File: src/rtl/bcd_pkg.sv
// Shared definitions for the sequential binary-to-BCD converter.
package bcd_pkg;

    typedef enum logic [1:0] {
        IDLE,
        SHIFT,
        DONE
    } state_e;

    localparam logic [3:0] BCD_ADD3_THRESH = 4'd5;

endpackage

File: src/rtl/bcd_add3.sv
// Double-dabble digit correction: adds 3 to a BCD digit of 5 or more.
module bcd_add3
    import bcd_pkg::*;
(
    input  logic [3:0] digit_i,
    output logic [3:0] digit_o
);

    always_comb begin
        digit_o = (digit_i >= BCD_ADD3_THRESH) ? digit_i + 4'd3 : digit_i;
    end

endmodule

File: src/rtl/bin2bcd_seq.sv
// Sequential shift-and-add-3 binary-to-BCD converter, one bit per cycle.
// Define BIN2BCD_SIGNED_EN for two's-complement input and the neg output.
module bin2bcd_seq
    import bcd_pkg::*;
#(
    parameter int unsigned WIDTH  = 9,
    parameter int unsigned DIGITS = 3
) (
    input  logic                clk,
    input  logic                rst_n,
    input  logic [WIDTH-1:0]    valor,
    input  logic                start,
    output logic                busy,
    output logic                done,
    output logic [DIGITS*4-1:0] bcd
`ifdef BIN2BCD_SIGNED_EN
    ,
    output logic                neg
`endif
);

    localparam int unsigned BcdW = DIGITS * 4;
    localparam int unsigned CntW = (WIDTH > 1) ? $clog2(WIDTH) : 1;
    localparam logic [CntW-1:0] LastCnt = CntW'(WIDTH - 1);

    state_e               state_q, state_d;
    logic [WIDTH-1:0]     bin_q, bin_d;
    logic [BcdW-1:0]      scratch_q, scratch_d;
    logic [BcdW-1:0]      bcd_q, bcd_d;
    logic [CntW-1:0]      cnt_q, cnt_d;
    logic [BcdW-1:0]      adj;
    logic [BcdW+WIDTH-1:0] pair_sh;
    logic [WIDTH-1:0]     mag;

`ifdef BIN2BCD_SIGNED_EN
    logic sign_q, sign_d;
    logic neg_q, neg_d;

    // Negating the most negative value wraps to 2^(WIDTH-1), which is the wanted magnitude.
    always_comb begin
        mag = valor[WIDTH-1] ? -valor : valor;
    end
`else
    always_comb begin
        mag = valor;
    end
`endif

    for (genvar g = 0; g < DIGITS; g++) begin : gen_add3
        bcd_add3 u_add3 (
            .digit_i (scratch_q[g*4 +: 4]),
            .digit_o (adj[g*4 +: 4])
        );
    end

    always_comb begin
        pair_sh = {adj, bin_q} << 1;
    end

    always_comb begin
        state_d   = state_q;
        bin_d     = bin_q;
        scratch_d = scratch_q;
        cnt_d     = cnt_q;
        bcd_d     = bcd_q;
`ifdef BIN2BCD_SIGNED_EN
        sign_d    = sign_q;
        neg_d     = neg_q;
`endif
        unique case (state_q)
            IDLE: begin
                if (start) begin
                    state_d   = SHIFT;
                    bin_d     = mag;
                    scratch_d = '0;
                    cnt_d     = '0;
`ifdef BIN2BCD_SIGNED_EN
                    sign_d    = valor[WIDTH-1];
`endif
                end
            end
            SHIFT: begin
                bin_d     = pair_sh[WIDTH-1:0];
                scratch_d = pair_sh[BcdW+WIDTH-1:WIDTH];
                cnt_d     = cnt_q + CntW'(1);
                // The last shift's result goes straight to the output register.
                if (cnt_q == LastCnt) begin
                    state_d = DONE;
                    bcd_d   = pair_sh[BcdW+WIDTH-1:WIDTH];
`ifdef BIN2BCD_SIGNED_EN
                    neg_d   = sign_q;
`endif
                end
            end
            DONE: begin
                state_d = IDLE;
            end
            default: begin
                state_d = IDLE;
            end
        endcase
    end

    always_ff @(posedge clk) begin
        if (!rst_n) begin
            state_q   <= IDLE;
            bin_q     <= '0;
            scratch_q <= '0;
            cnt_q     <= '0;
            bcd_q     <= '0;
`ifdef BIN2BCD_SIGNED_EN
            sign_q    <= 1'b0;
            neg_q     <= 1'b0;
`endif
        end else begin
            state_q   <= state_d;
            bin_q     <= bin_d;
            scratch_q <= scratch_d;
            cnt_q     <= cnt_d;
            bcd_q     <= bcd_d;
`ifdef BIN2BCD_SIGNED_EN
            sign_q    <= sign_d;
            neg_q     <= neg_d;
`endif
        end
    end

    always_comb begin
        busy = (state_q == SHIFT);
        done = (state_q == DONE);
        bcd  = bcd_q;
`ifdef BIN2BCD_SIGNED_EN
        neg  = neg_q;
`endif
    end

endmodule

File: config.mk
export PLATFORM = sky130hd
export DESIGN_NAME = bin2bcd_seq
export DESIGN_NICKNAME = d
export VERILOG_FILES = /design/src/rtl/bcd_pkg.sv /design/src/rtl/bcd_add3.sv /design/src/rtl/bin2bcd_seq.sv
export SDC_FILE = /design/constraint.sdc
export NUM_CORES = 1
export LEC_CHECK = 0
export BUFFER_PORTS_ARGS = -buffer_cell sky130_fd_sc_hd__buf_2
export CORE_MARGIN = 5
export CORE_UTILIZATION = 25
export DETAILED_ROUTE_END_ITERATION = 16
export GPL_TIMING_DRIVEN = 0
export SYNTH_ARGS = -nofsm -noshare
export SYNTH_HDL_FRONTEND = slang
export SYNTH_SLANG_ARGS = --single-unit
File: constraint.sdc
create_clock -name clk -period 1.6 [get_ports clk]
set_input_delay 0.16 -clock clk [delete_from_list [all_inputs] [get_ports clk]]
set_output_delay 0.16 -clock clk [all_outputs]
set_load 0.01 [all_outputs]
==> impl_metrics.xml, run 1 <==
<?xml version="1.0" encoding="UTF-8"?>
<metrics>
  <group name="setup_path">
    <metric name="critPathBufInv" unit="">1</metric>
    <metric name="delay_of_the_slowest_cell_on_the_worst_path" unit="ns">0.36</metric>
    <metric name="critical_path.startpoint_type" unit="">flip-flop</metric>
    <metric name="critPathArrivalTime" unit="ns">1.72</metric>
    <metric name="worst_path_max_delay_cell" unit="">sky130_fd_sc_hd__mux2_2</metric>
    <metric name="cp_max_fo" unit="">4</metric>
    <metric name="crit_start" unit="">scratch_q[1]$_SDFFE_PN0P_</metric>
    <metric name="class_of_the_most_critical_setup_path" unit="">reg -&gt; reg</metric>
    <metric name="timing.rr.start" unit="">scratch_q[1]$_SDFFE_PN0P_</metric>
    <metric name="timing.critical_path.cells" unit="">inv_1, ha_1, nand2b_1, a21oi_2, mux2_2, o22ai_1</metric>
    <metric name="path_delay_family" unit="">multiplexers</metric>
    <metric name="cp_data_required_time" unit="ns">1.82</metric>
    <metric name="timing.critical_path.to_type" unit="">flip-flop</metric>
  </group>
  <group name="cells_and_area">
    <metric name="share_of_post_route_cells_with_drive_strength_above_1" unit="">0.2544</metric>
    <metric name="final_cell_count_no_fill" unit="">327</metric>
    <metric name="final_design_area_no_fill" unit="µm²">2178</metric>
    <metric name="area_delta_synth_final" unit="%">21.07</metric>
    <metric name="fin_nets" unit="">247</metric>
    <metric name="antennaDiodeCount" unit="">0</metric>
  </group>
  <group name="outcome">
    <metric name="status" unit="">finished, final reports clean</metric>
  </group>
  <group name="clocking">
    <metric name="clock_latency" unit="ns">0.29</metric>
    <metric name="cts-root-buf" unit="">sky130_fd_sc_hd__clkbuf_8</metric>
    <metric name="tritoncts" unit="">built</metric>
    <metric name="htree_levels" unit="">2</metric>
    <metric name="tritoncts_num_sinks" unit="">39</metric>
    <metric name="clock_tree.buffer_depth" unit="">2</metric>
    <metric name="worst_setup_hold_path_clk_slew" unit="ns">0.07</metric>
    <metric name="cts-buffers-inserted" unit="">5</metric>
    <metric name="cts.hold.buffers_added" unit="">0</metric>
  </group>
  <group name="grt">
    <metric name="grt_use_met2" unit="">0.1679</metric>
    <metric name="grt_max_degree" unit="">12</metric>
    <metric name="first_global_vias" unit="">1500</metric>
    <metric name="global_route_wire_length_before_repair" unit="µm">7086</metric>
    <metric name="globalRouteMet1Util" unit="">0.1200</metric>
    <metric name="grt.busiest_layer" unit="">met2</metric>
    <metric name="groute.layer.met3.usage" unit="">0.02629</metric>
    <metric name="globalRouteTotalUtil" unit="">0.1001</metric>
    <metric name="overflow" unit="">0</metric>
    <metric name="number_of_antenna_violations_at_the_first_check_in_global_routing" unit="">0</metric>
  </group>
  <group name="sta">
    <metric name="finalHoldWorstSlack" unit="ns">0.08576</metric>
    <metric name="final_critical_path_setup_slack" unit="ns">0.09601</metric>
    <metric name="totalNegativeSetupSlack" unit="ns">0</metric>
    <metric name="finalClockSkew" unit="ns">0.01035</metric>
    <metric name="finalMaxSlewViolations" unit="">0</metric>
    <metric name="final-hold-violation-count" unit="">0</metric>
    <metric name="max_freq" unit="MHz">664.9</metric>
    <metric name="post-route-min-period" unit="ns">1.504</metric>
    <metric name="max_slew_margin" unit="">0.6991</metric>
    <metric name="setup_viol" unit="">0</metric>
    <metric name="worst-slew-pin-transition" unit="ns">0.4503</metric>
    <metric name="fin_crit_sh" unit="">0.9400</metric>
  </group>
  <group name="floorplanning">
    <metric name="num_io_pins" unit="">26</metric>
    <metric name="fp.coreArea" unit="µm²">7137</metric>
    <metric name="die_height" unit="µm">94.84</metric>
    <metric name="die_w" unit="µm">94.84</metric>
    <metric name="start_util" unit="">0.2521</metric>
    <metric name="area_of_the_die" unit="µm²">8994</metric>
    <metric name="number_of_placement_rows" unit="">31</metric>
  </group>
  <group name="placement">
    <metric name="place.detailed.instances" unit="">317</metric>
    <metric name="place_ws" unit="ns">0.002478</metric>
    <metric name="port-buffer-count" unit="">24</metric>
    <metric name="placedInstanceArea" unit="µm²">2043</metric>
    <metric name="post-dp-hpwl" unit="µm">2895</metric>
    <metric name="gpl.final_weighted_congestion" unit="">0.7787</metric>
  </group>
  <group name="logic_synthesis">
    <metric name="synthMostInstantiatedCell" unit="">sky130_fd_sc_hd__dfxtp_1</metric>
    <metric name="synth_edf_count" unit="">0</metric>
    <metric name="synth.area.top_cells" unit="">sky130_fd_sc_hd__dfxtp_1 43%, sky130_fd_sc_hd__ha_1 5.6%, sky130_fd_sc_hd__nand2_1 4.6%, sky130_fd_sc_hd__a21oi_1 4.2%, sky130_fd_sc_hd__o22ai_1 4.2%</metric>
    <metric name="ys_ff_latch" unit="">39</metric>
    <metric name="post_synth_instance_area" unit="µm²">1799</metric>
    <metric name="synth_fp_nets" unit="">214</metric>
    <metric name="synthFlopType" unit="">sky130_fd_sc_hd__dfxtp_1</metric>
    <metric name="ys_top_cells_by_count" unit="">39 x sky130_fd_sc_hd__dfxtp_1, 22 x sky130_fd_sc_hd__nand2_1, 15 x sky130_fd_sc_hd__a21oi_1, 14 x sky130_fd_sc_hd__o21ai_0, 13 x sky130_fd_sc_hd__inv_1</metric>
    <metric name="synth_warnings" unit="">0</metric>
    <metric name="synth.largest_area_cell" unit="">sky130_fd_sc_hd__dfxtp_1</metric>
    <metric name="synth_sequential_area_ratio" unit="">0.4339</metric>
    <metric name="postSynthAreaPerCell" unit="µm²">9.274</metric>
    <metric name="post-synth-top-area-fraction" unit="">0.4339</metric>
    <metric name="synthArstFlopShare" unit="">0</metric>
    <metric name="yosysUniqueCellTypes" unit="">35</metric>
    <metric name="synthCells" unit="">194</metric>
  </group>
  <group name="route">
    <metric name="vias" unit="">1503</metric>
    <metric name="antenna_violating_nets_post_route" unit="">0</metric>
    <metric name="detail_route.wirelength" unit="µm">4089</metric>
    <metric name="route.detailed.wl_per_inst" unit="µm">12.50</metric>
    <metric name="drt_first_pass_iters" unit="">4</metric>
    <metric name="avgViaCountPerCell" unit="">4.596</metric>
    <metric name="drc_errors" unit="">0</metric>
    <metric name="drt_first_iter_violations" unit="">120</metric>
  </group>
  <group name="power">
    <metric name="powerDensity" unit="nW/µm²">818.9</metric>
    <metric name="power.ir.vdd_worst" unit="V">0.0003104</metric>
    <metric name="power.leakage" unit="µW">0.0009123</metric>
  </group>
  <group name="worst_hold_path">
    <metric name="hold_path.class" unit="">in -&gt; reg</metric>
    <metric name="hold_path_startpoint" unit="">valor[5]</metric>
  </group>
  <group name="job">
    <metric name="max_cap_violations" unit="">0</metric>
  </group>
</metrics>
[cells in the final DEF (no fill, tap or decap), drive strengths merged, types with 2 or more instances in the layout]
cell	netlist	layout
nor3	2	2
dfxtp	39	39
o31ai	3	3
nor3b	6	6
a21oi	15	15
and2	3	3
buf	9	35
a222oi	3	3
nand2	24	24
nor2	7	7
o22ai	12	12
o221ai	2	2
nor2b	2	2
and4b	2	2
xnor2	3	3
mux2	4	4
nand2b	4	4
inv	15	15
ha	8	8
o21ai	16	16
clkbuf	1	8
a32o	4	4
o211a	3	3
[registers in the layout, indices dropped and copies added (netlist names)]
name and cells:
bcd 12, scratch_q 12, bin_q 9, cnt_q 4, state_q 2
[layout make-up]
class / instances / area, µm²
fillers: 787 / 4959
multi-input cells: 130 / 909.6
flip-flops and latches: 39 / 780.7
repair buffers: 26 / 135.1
well taps: 99 / 123.9
plain buffers: 10 / 86.33
clock buffers: 7 / 76.32
inverters: 15 / 61.31
clock inverters: 1 / 5.005
[report_power, final]
part | internal, µW | switching (µW)
Combinational | 58.4 | 80.5
Clock | 306 | 330
Sequential | 993 | 16.2
[through the flow]
stage               power, µW    util
finish                   1784  0.3052
global route             1870  0.3052
CTS                      1815  0.2987
detailed placement       1168  0.2863
global placement         1166  0.2863
floorplan                1122       -
[final timing paths]
kind | to | slack [ns] | cells after the start
hold reg to reg | bcd[2]$_SDFFE_PN0P_ | 0.47 | 2
setup reg to reg | bcd[2]$_SDFFE_PN0P_ | 0.1 | 6
setup / recovery | bcd[2]$_SDFFE_PN0P_ | 0.1 | 6
hold / removal | bin_q[5]$_SDFFE_PN0P_ | 0.09 | 3
[tightest hold or removal path: cells and delay by family]
kind                   cells  cell delay [ns]
buffers and inverters      2             0.13
AO/OA/AOI/OAI              1             0.05
[timing repair]
action	CTS	global route
resized for setup	2	7
pin swaps	0	2
buffers inserted	0	2
endpoints found under the setup margin	3	6
[cells by family after synthesis]
family / after synthesis / share of synthesized area
XOR/XNOR: 3 / 0.01461
buffers and inverters: 25 / 0.08205
flip-flops: 39 / 0.4339
multiplexers: 5 / 0.03060
AO/OA/AOI/OAI: 62 / 0.2295
adder cells (fa/ha/maj): 8 / 0.05564
AND/OR/NAND/NOR: 52 / 0.1537
[layer usage]
layer,vias up,part of all wire,wire length [µm]
met1,720,0.46,1868
li1,754,-,-
met5,-,0,0
met4,0,0.018,75
met3,7,0.042,170
met2,22,0.48,1975
Note: power is estimated with default switching activity, not from simulation.
==> inputs of run 2 (changes only) <==
- clock period: 1.6 -> 1.25 ns (I/O delays scaled with it)
==> run 2 against run 1 <==
Compared with the run above:
- the flow now finishes with violations (setup timing)
- design area rose by 28%
- combinational power increased by 94%
- die area is the same
- core utilization up 8.4 points
- sequential share of layout area shrank 6.9 points
- critical path type unchanged
- largest power group unchanged
==> impl_metrics.xml, run 2 (synthesis results as in run 1) <==
<?xml version="1.0" encoding="UTF-8"?>
<metrics>
  <group name="setup_path">
    <metric name="timing.critical_path.to_type" unit="">flip-flop</metric>
    <metric name="timing.rr.start" unit="">scratch_q[1]$_SDFFE_PN0P_</metric>
    <metric name="critPathArrivalTime" unit="ns">1.61</metric>
    <metric name="crit-reg2reg-capture" unit="">bcd[2]$_SDFFE_PN0P_</metric>
    <metric name="cp_data_required_time" unit="ns">1.47</metric>
    <metric name="critical_path.startpoint_type" unit="">flip-flop</metric>
    <metric name="cp_max_fo" unit="">3</metric>
    <metric name="regToRegSetupSlack" unit="ns">-0.14</metric>
    <metric name="worst_reg2reg_path_length_in_cells" unit="">6</metric>
    <metric name="class_of_the_most_critical_setup_path" unit="">reg -&gt; reg</metric>
  </group>
  <group name="placement">
    <metric name="place_ws" unit="ns">-0.1714</metric>
    <metric name="gpl.final_weighted_congestion" unit="">0.7708</metric>
    <metric name="port-buffer-count" unit="">24</metric>
    <metric name="post-dp-hpwl" unit="µm">2973</metric>
  </group>
  <group name="outcome">
    <metric name="failed_checks" unit="">setup timing</metric>
    <metric name="status" unit="">complete, but fails checks</metric>
  </group>
  <group name="cells_and_area">
    <metric name="share_of_post_route_cells_with_drive_strength_above_1" unit="">0.5214</metric>
    <metric name="fin_nets" unit="">276</metric>
    <metric name="most-common-layout-cells" unit="">28 x sky130_fd_sc_hd__dfxtp_1, 25 x sky130_fd_sc_hd__buf_2, 23 x sky130_fd_sc_hd__buf_4, 21 x sky130_fd_sc_hd__nand2_1</metric>
    <metric name="mostFrequentLayoutCell" unit="">sky130_fd_sc_hd__dfxtp_1</metric>
    <metric name="antennaDiodeCount" unit="">0</metric>
    <metric name="filler_cell_count" unit="">733</metric>
    <metric name="area_delta_synth_final" unit="%">54.52</metric>
  </group>
  <group name="worst_hold_path">
    <metric name="hold_path_startpoint" unit="">valor[0]</metric>
    <metric name="worstHoldPathCells" unit="">2</metric>
    <metric name="hold_path.class" unit="">in -&gt; reg</metric>
    <metric name="min_to" unit="">bin_q[0]$_SDFFE_PN0P_</metric>
  </group>
  <group name="sta">
    <metric name="max_slew_margin" unit="">0.6347</metric>
    <metric name="finalHoldWorstSlack" unit="ns">0.03616</metric>
    <metric name="rsz_0062_raised_after_global_routing" unit="">true</metric>
    <metric name="worst-slew-pin-transition" unit="ns">0.5479</metric>
    <metric name="final-hold-violation-count" unit="">0</metric>
    <metric name="finalMaxSlewViolations" unit="">0</metric>
    <metric name="setup_viol" unit="">17</metric>
    <metric name="fin_crit_sh" unit="">1.111</metric>
    <metric name="finalClockSkew" unit="ns">0.01578</metric>
    <metric name="max_freq" unit="MHz">720.3</metric>
    <metric name="final_critical_path_setup_slack" unit="ns">-0.1383</metric>
    <metric name="post-route-min-period" unit="ns">1.388</metric>
  </group>
  <group name="power">
    <metric name="power.ir.vdd_worst" unit="V">0.0004753</metric>
    <metric name="switchingPower" unit="µW">604.1</metric>
    <metric name="p_int" unit="µW">1790</metric>
    <metric name="power.share.switching" unit="">0.2523</metric>
    <metric name="power.leakage" unit="µW">0.001152</metric>
    <metric name="clock_power_share" unit="">0.350</metric>
    <metric name="powerDensity" unit="nW/µm²">861.3</metric>
    <metric name="post_route_total_power" unit="µW">2394</metric>
    <metric name="share_comb_of_total_power" unit="">0.113</metric>
    <metric name="power_frac_seq" unit="">0.538</metric>
  </group>
  <group name="route">
    <metric name="vias" unit="">1603</metric>
    <metric name="detail_route.wirelength" unit="µm">5011</metric>
    <metric name="avgViaCountPerCell" unit="">4.503</metric>
    <metric name="drt_first_iter_violations" unit="">49</metric>
    <metric name="route.detailed.wl_per_inst" unit="µm">14.08</metric>
    <metric name="drc_errors" unit="">0</metric>
    <metric name="antenna_violating_nets_post_route" unit="">0</metric>
    <metric name="drt_first_pass_iters" unit="">4</metric>
  </group>
  <group name="floorplanning">
    <metric name="start_util" unit="">0.2521</metric>
    <metric name="area_of_the_die" unit="µm²">8994</metric>
    <metric name="die_height" unit="µm">94.84</metric>
    <metric name="die_w" unit="µm">94.84</metric>
    <metric name="fp.coreArea" unit="µm²">7137</metric>
    <metric name="num_io_pins" unit="">26</metric>
    <metric name="number_of_placement_rows" unit="">31</metric>
  </group>
  <group name="grt">
    <metric name="grt_max_degree" unit="">12</metric>
    <metric name="global_route_wire_length_before_repair" unit="µm">7631</metric>
    <metric name="overflow" unit="">0</metric>
    <metric name="globalRouteTotalUtil" unit="">0.1098</metric>
    <metric name="first_global_vias" unit="">1586</metric>
    <metric name="number_of_antenna_violations_at_the_first_check_in_global_routing" unit="">0</metric>
  </group>
  <group name="clocking">
    <metric name="tritoncts" unit="">built</metric>
    <metric name="cts-root-buf" unit="">sky130_fd_sc_hd__clkbuf_8</metric>
    <metric name="clock_latency" unit="ns">0.30</metric>
    <metric name="cts.hold.buffers_added" unit="">0</metric>
    <metric name="htree_levels" unit="">2</metric>
    <metric name="worst_setup_hold_path_clk_slew" unit="ns">0.08</metric>
    <metric name="tritoncts_num_sinks" unit="">39</metric>
    <metric name="clock_tree.buffer_depth" unit="">2</metric>
    <metric name="cts-buffers-inserted" unit="">5</metric>
  </group>
  <group name="job">
    <metric name="max_cap_violations" unit="">0</metric>
  </group>
</metrics>
run 2: worst max path at each step:
stage | startpoint | end | slack (ns) | cells past startpoint
floorplan | state_q[1]$_SDFFE_PN0P_ | bcd[3]$_SDFFE_PN0P_ | -0.06 | 8
global placement | state_q[0]$_SDFFE_PN0P_ | scratch_q[11]$_SDFFE_PN0P_ | -0.17 | 5
detailed placement | state_q[0]$_SDFFE_PN0P_ | scratch_q[11]$_SDFFE_PN0P_ | -0.17 | 5
CTS | scratch_q[1]$_SDFFE_PN0P_ | bcd[2]$_SDFFE_PN0P_ | -0.12 | 6
global route | scratch_q[5]$_SDFFE_PN0P_ | bcd[6]$_SDFFE_PN0P_ | -0.19 | 6
finish | scratch_q[1]$_SDFFE_PN0P_ | bcd[2]$_SDFFE_PN0P_ | -0.14 | 6
run 2: what timing repair did:
action,4_1_cts,5_1_grt
cloned,1,2
setup buffers,18,14
resized for setup,29,38
endpoints found under the setup margin,29,31
pin swaps,18,24
run 2: per-layer routing:
metal,up-vias,GRT usage,wire length [µm]
li1,818,-,-
met1,760,0.1269,2251
met2,20,0.1903,2490
met3,5,0.03028,201
met4,0,0.04447,68
met5,-,0,0
run 2: layout make-up:
type,instances,area [µm²],area share
Inverter,15,81.33,0.02925
Timing Repair Buffer,57,434.2,0.1562
Buffer,7,66.31,0.02385
Multi-Input combinational cell,131,1189,0.4275
Clock inverter,1,5.005,0.001800
Clock buffer,7,76.32,0.02745
Sequential cell,39,804.5,0.2894
Tap cell,99,123.9,0.04455
run 2: per-stage QoR:
stage	area, µm²	setup TNS (ns)	cells	util
2_1_floorplan	1953	-0.3713	194	-
3_3_place_gp	2197	-2.258	317	0.3079
3_5_place_dp	2197	-2.520	317	0.3079
4_1_cts	2492	-1.030	342	0.3492
5_1_grt	2780	-2.239	356	0.3896
6_report	2780	-1.144	356	0.3896
run 2: power by group through the flow:
stage | Clock [µW] | Combinational (µW) | Sequential, µW
floorplan | 0 | 131 | 1320
global placement | 0 | 183 | 1320
detailed placement | 0 | 185 | 1320
CTS | 871 | 214 | 1290
global route | 932 | 295 | 1290
finish | 837 | 270 | 1290
run 2: worst max-delay path, stage by stage, from the launching register on:
cell and delay (ns):
sky130_fd_sc_hd__dfxtp_2 0.35, sky130_fd_sc_hd__inv_4 0.05, sky130_fd_sc_hd__ha_4 0.14, sky130_fd_sc_hd__nand2b_4 0.14, sky130_fd_sc_hd__a21oi_4 0.16, sky130_fd_sc_hd__mux2_4 0.33, sky130_fd_sc_hd__o22ai_2 0.16
==> inputs of run 3 (changes only) <==
- SETUP_SLACK_MARGIN: unset -> 0.1
==> run 3 against run 2 <==
Compared with the run above:
- the flow still finishes with violations (setup timing)
- hold slack gained 0.00079 ns
- sequential power is essentially flat
- combinational power grew 15%
- non-clock buffer count grew 4
- core utilization grew 2.2 points
- wire length grew 9.2%
- critical path depth is the same
- largest power group unchanged
==> impl_metrics.xml, run 3 (synthesis results as in run 1) <==
<?xml version="1.0" encoding="UTF-8"?>
<metrics>
  <group name="outcome">
    <metric name="status" unit="">complete, but fails checks</metric>
    <metric name="failed_checks" unit="">setup timing</metric>
  </group>
  <group name="sta">
    <metric name="post-route-min-period" unit="ns">1.398</metric>
    <metric name="finalClockSkew" unit="ns">0.003954</metric>
    <metric name="final_critical_path_setup_slack" unit="ns">-0.1478</metric>
    <metric name="setup_viol" unit="">32</metric>
    <metric name="rsz_0062_raised_after_global_routing" unit="">true</metric>
    <metric name="fin_crit_sh" unit="">1.118</metric>
    <metric name="max_freq" unit="MHz">715.4</metric>
    <metric name="finalMaxSlewViolations" unit="">0</metric>
    <metric name="final-hold-violation-count" unit="">0</metric>
    <metric name="worst-slew-pin-transition" unit="ns">0.5382</metric>
    <metric name="max_slew_margin" unit="">0.6412</metric>
    <metric name="totalNegativeSetupSlack" unit="ns">-2.571</metric>
    <metric name="finalHoldWorstSlack" unit="ns">0.03695</metric>
  </group>
  <group name="cells_and_area">
    <metric name="fin_nets" unit="">280</metric>
    <metric name="antennaDiodeCount" unit="">0</metric>
    <metric name="final_design_area_no_fill" unit="µm²">2940</metric>
    <metric name="mostFrequentLayoutCell" unit="">sky130_fd_sc_hd__dfxtp_1</metric>
    <metric name="finish.utilization" unit="">0.4120</metric>
    <metric name="most-common-layout-cells" unit="">28 x sky130_fd_sc_hd__dfxtp_1, 25 x sky130_fd_sc_hd__buf_2, 20 x sky130_fd_sc_hd__buf_6, 18 x sky130_fd_sc_hd__buf_4, 16 x sky130_fd_sc_hd__nand2_1</metric>
    <metric name="area_delta_synth_final" unit="%">63.42</metric>
    <metric name="share_of_post_route_cells_with_drive_strength_above_1" unit="">0.5747</metric>
  </group>
  <group name="grt">
    <metric name="first_global_vias" unit="">1690</metric>
    <metric name="number_of_antenna_violations_at_the_first_check_in_global_routing" unit="">0</metric>
    <metric name="globalRouteTotalUtil" unit="">0.1221</metric>
    <metric name="globalRouteMet1Util" unit="">0.1444</metric>
    <metric name="overflow" unit="">0</metric>
    <metric name="grt.busiest_layer" unit="">met2</metric>
    <metric name="global_route_wire_length_before_repair" unit="µm">8418</metric>
    <metric name="groute.layer.met3.usage" unit="">0.02869</metric>
    <metric name="grt_use_met2" unit="">0.2108</metric>
    <metric name="grt_max_degree" unit="">13</metric>
  </group>
  <group name="power">
    <metric name="power.ir.vdd_worst" unit="V">0.0006991</metric>
    <metric name="power.leakage" unit="µW">0.001208</metric>
    <metric name="powerDensity" unit="nW/µm²">973.7</metric>
  </group>
  <group name="clocking">
    <metric name="clock_tree.buffer_depth" unit="">2</metric>
    <metric name="tritoncts" unit="">built</metric>
    <metric name="cts-root-buf" unit="">sky130_fd_sc_hd__clkbuf_8</metric>
    <metric name="htree_levels" unit="">2</metric>
    <metric name="tritoncts_num_sinks" unit="">39</metric>
    <metric name="cts-buffers-inserted" unit="">5</metric>
    <metric name="clock_latency" unit="ns">0.29</metric>
    <metric name="worst_setup_hold_path_clk_slew" unit="ns">0.08</metric>
    <metric name="cts.hold.buffers_added" unit="">0</metric>
  </group>
  <group name="route">
    <metric name="drt_first_iter_violations" unit="">57</metric>
    <metric name="vias" unit="">1688</metric>
    <metric name="avgViaCountPerCell" unit="">4.689</metric>
    <metric name="detail_route.wirelength" unit="µm">5473</metric>
    <metric name="route.detailed.wl_per_inst" unit="µm">15.20</metric>
    <metric name="drc_errors" unit="">0</metric>
    <metric name="antenna_violating_nets_post_route" unit="">0</metric>
    <metric name="drt_first_pass_iters" unit="">4</metric>
  </group>
  <group name="worst_hold_path">
    <metric name="hold_path.class" unit="">in -&gt; reg</metric>
  </group>
  <group name="job">
    <metric name="max_cap_violations" unit="">0</metric>
  </group>
  <group name="setup_path">
    <metric name="class_of_the_most_critical_setup_path" unit="">reg -&gt; reg</metric>
    <metric name="timing.critical_path.to_type" unit="">flip-flop</metric>
    <metric name="critical_path.startpoint_type" unit="">flip-flop</metric>
    <metric name="cp_max_fo" unit="">3</metric>
    <metric name="critPathArrivalTime" unit="ns">1.63</metric>
    <metric name="cp_data_required_time" unit="ns">1.48</metric>
  </group>
  <group name="floorplanning">
    <metric name="number_of_placement_rows" unit="">31</metric>
    <metric name="die_height" unit="µm">94.84</metric>
    <metric name="fp.coreArea" unit="µm²">7137</metric>
    <metric name="num_io_pins" unit="">26</metric>
    <metric name="die_w" unit="µm">94.84</metric>
    <metric name="area_of_the_die" unit="µm²">8994</metric>
    <metric name="start_util" unit="">0.2521</metric>
  </group>
  <group name="placement">
    <metric name="placedInstanceArea" unit="µm²">2202</metric>
    <metric name="gpl.final_weighted_congestion" unit="">0.7595</metric>
    <metric name="port-buffer-count" unit="">24</metric>
    <metric name="post-dp-hpwl" unit="µm">3076</metric>
  </group>
</metrics>
-- run 3: cell types whose count changed in the layout (fill, tap and decap cells not counted), sizes merged --
| cell | change |
|---|---|
| clkinv | -2 |
| clkbuf | -2 |
| bufinv | +2 |
| inv | +1 |
| buf | +5 |
-- run 3: what timing repair did --
| item | 4_1_cts | 5_1_grt |
|---|---|---|
| gates cloned | 3 | 0 |
| resized for setup | 57 | 28 |
| pin swaps | 21 | 12 |
| buffers inserted | 23 | 10 |
| endpoints found under the setup margin | 33 | 36 |
-- run 3: layout make-up --
type / instances / area (µm²)
Clock inverter: 2 / 60.06
Inverter: 15 / 76.32
Multi-Input combinational cell: 131 / 1244
Tap cell: 99 / 123.9
Timing Repair Buffer: 59 / 469.2
Fill cell: 700 / 4197
Sequential cell: 39 / 797.0
Buffer: 9 / 97.59
Clock buffer: 6 / 72.57
-- run 3: critical path: stages, from the launching register on --
cell and delay, ns:
sky130_fd_sc_hd__dfxtp_2 0.36, sky130_fd_sc_hd__inv_2 0.12, sky130_fd_sc_hd__ha_4 0.16, sky130_fd_sc_hd__nand2b_4 0.06
sky130_fd_sc_hd__a21oi_4 0.15, sky130_fd_sc_hd__mux2_4 0.33, sky130_fd_sc_hd__o22ai_2 0.15
-- run 3: report_power, final --
part | internal [µW] | leakage (µW) | switching (µW)
Combinational | 152 | 0.000820 | 158
Sequential | 1270 | 0.000322 | 22.9
Clock | 798 | 0.0000654 | 462
-- run 3: layer usage --
metal  part of all wire  routed length [µm]
met1               0.43                2343
met2               0.50                2743
met4              0.019                 104
met5                  0                   0
met3              0.051                 281
-- run 3: worst paths after layout --
check                                 start               endpoint  slack (ns)  cells past startpoint
setup / recovery  scratch_q[0]$_SDFFE_PN0P_    bcd[2]$_SDFFE_PN0P_       -0.15                      6
hold / removal                     valor[6]  bin_q[6]$_SDFFE_PN0P_        0.04                      3
setup reg to reg  scratch_q[0]$_SDFFE_PN0P_    bcd[2]$_SDFFE_PN0P_       -0.15                      6
hold reg to reg         bcd[9]$_SDFFE_PN0P_    bcd[9]$_SDFFE_PN0P_        0.48                      2
-- run 3: metrics by stage --
| stage | setup WS (ns) | instances | total power (µW) |
|---|---|---|---|
| after CTS | -0.1355 | 351 | 2848 |
| after global routing | -0.2001 | 360 | 2965 |
| after global placement | -0.1455 | 317 | 1508 |
| after floorplan | -0.05992 | 194 | 1449 |
| final | -0.1478 | 360 | 2863 |
| after detailed placement | -0.1455 | 317 | 1512 |
